**config.mk**
```make
export PLATFORM = sky130hd
export DESIGN_NAME = mem_array_ctrl
export DESIGN_NICKNAME = d
export VERILOG_FILES = /design/src/rtl/mem_pkg.sv /design/src/rtl/mem_word.sv /design/src/rtl/mem_array_ctrl.sv
export SDC_FILE = /design/constraint.sdc
export NUM_CORES = 1
export LEC_CHECK = 0
export ABC_CLOCK_PERIOD_IN_PS = 2600
export BUFFER_PORTS_ARGS = -buffer_cell sky130_fd_sc_hd__buf_2
export CAP_MARGIN = 0
export CORE_MARGIN = 1
export CORE_UTILIZATION = 35
export CTS_CLUSTER_DIAMETER = 120
export CTS_CLUSTER_SIZE = 10
export DETAILED_ROUTE_END_ITERATION = 12
export PLACE_DENSITY = 0.49
export SLEW_MARGIN = 40
export SYNTH_ARGS = -nofsm -noshare
export SYNTH_HDL_FRONTEND = slang
export SYNTH_SLANG_ARGS = --single-unit
```
**constraint.sdc**
```tcl
create_clock -name i_clk -period 2.6 [get_ports i_clk]
set_input_delay 0.26 -clock i_clk [delete_from_list [all_inputs] [get_ports i_clk]]
set_output_delay 0.26 -clock i_clk [all_outputs]
set_load 0.03 [all_outputs]
```
**src/rtl/mem_pkg.sv**
```systemverilog
// mem_pkg: shared op and FSM state encodings for the storage array controller
package mem_pkg;
    typedef enum logic [1:0] {OP_NOP, OP_READ, OP_WRITE, OP_CLEAR} op_e;
    typedef enum logic {ST_IDLE, ST_CLEAR} state_e;
endpackage

```
**src/rtl/mem_word.sv**
```systemverilog
// mem_word: one storage row of bit cells with per-bit write enable and sync clear
//   clk, rst_n     clock, async active-low reset
//   sel, wr, clr   row select, write strobe, synchronous clear
//   wdata, wmask   write data and per-bit enable
//   q              stored word
module mem_word #(
    parameter int WIDTH = 8
) (
    input  logic             clk,
    input  logic             rst_n,
    input  logic             sel,
    input  logic             wr,
    input  logic             clr,
    input  logic [WIDTH-1:0] wdata,
    input  logic [WIDTH-1:0] wmask,
    output logic [WIDTH-1:0] q
);
    logic [WIDTH-1:0] we;
    assign we = {WIDTH{sel & wr}} & wmask;
    always_ff @(posedge clk or negedge rst_n)
        if (!rst_n) q <= '0;
        else if (clr) q <= '0;
        else q <= (q & ~we) | (wdata & we);
endmodule

```
**src/rtl/mem_array_ctrl.sv**
```systemverilog
// mem_array_ctrl: DEPTH x WIDTH storage array with valid/ready port, masked write, registered read, multi-cycle CLEAR
//   i_clk, i_rst_n                       clock, async active-low reset
//   i_req_valid / o_req_ready            request handshake
//   i_op, i_addr, i_wdata, i_wmask       operation, word address, write data, bit mask
//   o_rdata, o_rvalid                    registered read data, one-cycle result pulse
//   o_busy                               CLEAR sequence in progress
module mem_array_ctrl
    import mem_pkg::*;
#(
    parameter int WIDTH  = 8,
    parameter int DEPTH  = 8,
    parameter int ADDR_W = $clog2(DEPTH)
) (
    input  logic              i_clk,
    input  logic              i_rst_n,
    input  logic              i_req_valid,
    output logic              o_req_ready,
    input  logic [1:0]        i_op,
    input  logic [ADDR_W-1:0] i_addr,
    input  logic [WIDTH-1:0]  i_wdata,
    input  logic [WIDTH-1:0]  i_wmask,
    output logic [WIDTH-1:0]  o_rdata,
    output logic              o_rvalid,
    output logic              o_busy
);
    logic [WIDTH-1:0]  rows [DEPTH];
    logic [WIDTH-1:0]  rd;
    logic [ADDR_W-1:0] cnt;
    state_e            state, state_nx;
    op_e               op;
    logic              accept, last, do_read;

    assign op          = op_e'(i_op);
    assign o_req_ready = state == ST_IDLE;
    assign o_busy      = state == ST_CLEAR;
    assign accept      = i_req_valid && o_req_ready;
    assign do_read     = accept && op == OP_READ;
    assign last        = cnt == ADDR_W'(DEPTH - 1);

    always_comb begin
        state_nx = state;
        state_nx = (state == ST_IDLE) ? ((accept && op == OP_CLEAR) ? ST_CLEAR : ST_IDLE)
                                      : (last ? ST_IDLE : ST_CLEAR);
    end

    always_ff @(posedge i_clk or negedge i_rst_n)
        if (!i_rst_n) begin
            state <= ST_IDLE;
            cnt   <= '0;
        end else begin
            state <= state_nx;
            cnt   <= (o_busy && !last) ? cnt + 1'b1 : '0;
        end

    // Addresses with no matching row (>= DEPTH) leave no row selected, so
    // writes drop and reads return zero.
    for (genvar i = 0; i < DEPTH; i++) begin : g_row
        mem_word #(.WIDTH(WIDTH)) u_word (
            .clk   (i_clk),
            .rst_n (i_rst_n),
            .sel   (i_addr == ADDR_W'(i)),
            .wr    (accept && op == OP_WRITE),
            .clr   (o_busy && cnt == ADDR_W'(i)),
            .wdata (i_wdata),
            .wmask (i_wmask),
            .q     (rows[i])
        );
    end

    always_comb begin
        rd = '0;
        for (int i = 0; i < DEPTH; i++) rd = (i_addr == ADDR_W'(i)) ? rows[i] : rd;
    end

    always_ff @(posedge i_clk or negedge i_rst_n)
        if (!i_rst_n) begin
            o_rdata  <= '0;
            o_rvalid <= 1'b0;
        end else begin
            o_rvalid <= do_read;
            if (do_read) o_rdata <= rd;
        end
endmodule

```
==> results_dict.tcl <==
set metrics [dict create \
    status "finished, final reports clean" \
    grt_pass1_vias 3398 \
    grt_pass1_wl_um 19380 \
    hp-class "in -> reg" \
    rows 40 \
    via_per_inst 5.406 \
    worst_pin_slew_ns 0.7334 \
    cts_max_level 3 \
    syn_nets 480 \
    cp.arrival_ns 2.10 \
    root_buffer "clkbuf_16" \
    antenna_found_initial 0 \
    required_ns 2.87 \
    path_class "reg -> reg" \
    die_x_um 113.4 \
    synth_area_per_cell_um2 9.654 \
    vias 3379 \
    synthTopCellsByArea "dfrtp_1 44%, mux2i_1 14%, nor2_1 3.8%, nand4_1 3.5%, nand2_1 3.3%" \
    postPlaceCellArea_um2 4508 \
    combinationalPowerShare 0.260 \
    setup_viol 0 \
    power.density_nw_per_um2 797.8 \
    power_leakage_nw 2.516 \
    drc 0 \
    place.port_buffers 34 \
    finClkSkew_ns 0.006425 \
    area_growth_pct 11.00 \
    place.gp.congestion 0.7687 \
    regArea_um2 1927 \
    drt-total-wl_um 12160 \
    fin_nets 482 \
    yosysWarnings 0 \
    drive_above_1_share 0.1444 \
    min_period_ns 1.835 \
    netlist_instances 450 \
    critPathLaunchType "flop" \
    cts_setup_buffers 0 \
    dr.pass1.iters 4 \
    cts_tree "yes" \
    holdPathStages 3 \
    synth-seq-cells 77 \
    ys_types 35 \
    gr-total-overflow 0 \
    relSlewSlack 0.5110 \
    cts-resized-gates 0 \
    sw_frac_of_total 0.3447 \
    clock.fmax_mhz 545.1 \
    r2r_cells 4 \
    rsz0062_at_grt "false" \
    reg2reg_from "o_busy" \
    die_h_um 113.4 \
    hold_violations 0 \
    yosysTopAreaCellShare 0.4435 \
    wire_per_inst_um 19.46 \
    crit_path_max_fanout 15 \
    pre_cts_slack_ns 0.6708 \
    cts_made_buffers 9 \
    power_frac_seq 0.402 \
    synthesis.area_um2 4344 \
    clkPwrFrac 0.338 \
    slew_viol_final 0 \
    synth-main-ff-cell "dfrtp_1" \
    clock_sinks 77 \
    cap_violations 0 \
    internal_power_w 0.002521 \
    tns_ns 0 \
    first_iter_violations 233 \
    num_antenna_cells 0 \
    ioPinCount 35 \
    initial_core_util 0.3602 \
    synth_top_area_cell "dfrtp_1" \
    multi_input_area_um2 2083 \
    core-area_um2 12060 \
    design_area_um2 4822 \
    die-area_um2 12860 \
    worst_slack_ns 0.7654 \
    clk_pin_slew_worst_paths_ns 0.06 \
    dp_hpwl_um 8238 \
    p_total_w 0.003847 \
    fillerInstances 1213 \
    reg2reg_to "g_row[7].u_word.q[3]" \
    detail-route-antenna-nets 0 \
    synth_seq_area_share 0.4435 \
    synth_edf_count 0 \
    rrSetupSlack_ns 0.77 \
    cts_buffer_depth 2 \
    vdd_ir_drop_max_v 0.0003035 \
    hold_start "i_op[0]" \
    clock_latency_ns 0.34 \
    timing.final.crit_share 0.7056 \
    holdPathEnd "o_busy" \
    postSynth.asyncResetShare 1.000 \
    grtUsageTotal 0.2044 \
    p_sw_w 0.001326 \
    cts_hold_buf 1 \
    grt_max_degree 78 \
    end_kind "flop" \
]
-- critical path: stages, from the launching register on --
cell and delay [ns]:
dfrtp_1 0.50, and4bb_2 0.57, and2_1 0.40, nand4_1 0.14, a21oi_1 0.14
-- layer usage --
metal | global-route usage | routed length [um] | part of all wire
met3 | 0.03454 | 504 | 0.041
met4 | 0.09737 | 297 | 0.024
met2 | 0.3284 | 5810 | 0.48
met5 | 0 | 0 | 0
met1 | 0.2692 | 5548 | 0.46
-- worst max-delay path by stage --
stage / startpoint / endpoint / slack (ns) / cells past startpoint
global route: o_busy / g_row[7].u_word.q[4] / 0.61 / 4
CTS: o_busy / g_row[7].u_word.q[1] / 0.75 / 4
floorplan: o_busy / g_row[4].u_word.q[1] / 0.93 / 5
finish: o_busy / g_row[7].u_word.q[3] / 0.77 / 4
global placement: i_addr[1] / g_row[3].u_word.q[2] / 0.71 / 6
detailed placement: i_addr[1] / o_rdata[6] / 0.67 / 5
-- state kept, by name (all words and copies together) (netlist names) --
name / count
o_rdata: 8
o_busy: 1
g_row.u_word.q: 64
o_rvalid: 1
cnt: 3
-- synthesized netlist by cell type, types with 9 or more instances --
library cell / number
mux2i_1: 59
nand3_1: 28
nor2_1: 44
nand4_1: 24
o21ai_0: 17
buf_2: 18
nor2b_1: 9
a21oi_1: 21
dfrtp_1: 77
clkbuf_1: 14
nand2_1: 38
-- power by group through the flow --
stage               Clock [W]  Sequential [W]  Combinational (W)
floorplan                   0         0.00166           0.000588
CTS                   0.00133         0.00155            0.00102
finish                0.00130         0.00155           0.000999
global route          0.00138         0.00157            0.00111
global placement            0         0.00156            0.00100
detailed placement          0         0.00157            0.00101
-- area by class of cell --
cell class	instances	share of cell area
multi-input combinational	315	0.4320
sequential	77	0.3996
timing repair buffer	44	0.05786
clock buffer	13	0.05397
tap	168	0.04359
clock inverter	3	0.009081
inverter	5	0.003892
-- layout by cell type, fill, tap and decap left out, types with 2 or more instances in the layout --
cell type	n
o21ai_0	17
nand4_1	24
nor2_1	44
buf_12	2
and2_1	4
a31oi_1	8
buf_2	33
o21bai_1	8
o22ai_1	8
nand2_1	38
ha_1	6
and3_1	4
dfrtp_1	77
clkbuf_8	2
a31o_2	3
clkbuf_16	9
nor2b_1	9
buf_4	7
a22oi_1	8
inv_1	5
clkbuf_1	2
o311ai_1	8
nand2_2	2
mux2i_1	59
a41o_1	6
nand3_1	28
a21oi_1	21
a31o_1	4
-- through the flow --
step,util,hold slack (ns),cells
2_1_floorplan,-,-0.03559,450
3_3_place_gp,0.3734,0.4898,608
3_5_place_dp,0.3738,0.3652,608
4_1_cts,0.3998,0.2202,625
5_1_grt,0.3998,0.2523,625
6_report,0.3998,0.2281,625
-- cell families after synthesis --
logic type      share of synthesized area
simple gates                       0.1878
flops                              0.4435
compound gates                     0.1385
mux                                0.1359
buf+inv                           0.07690
fa+ha+maj                         0.01728
Power figures use the tool's default switching activity.
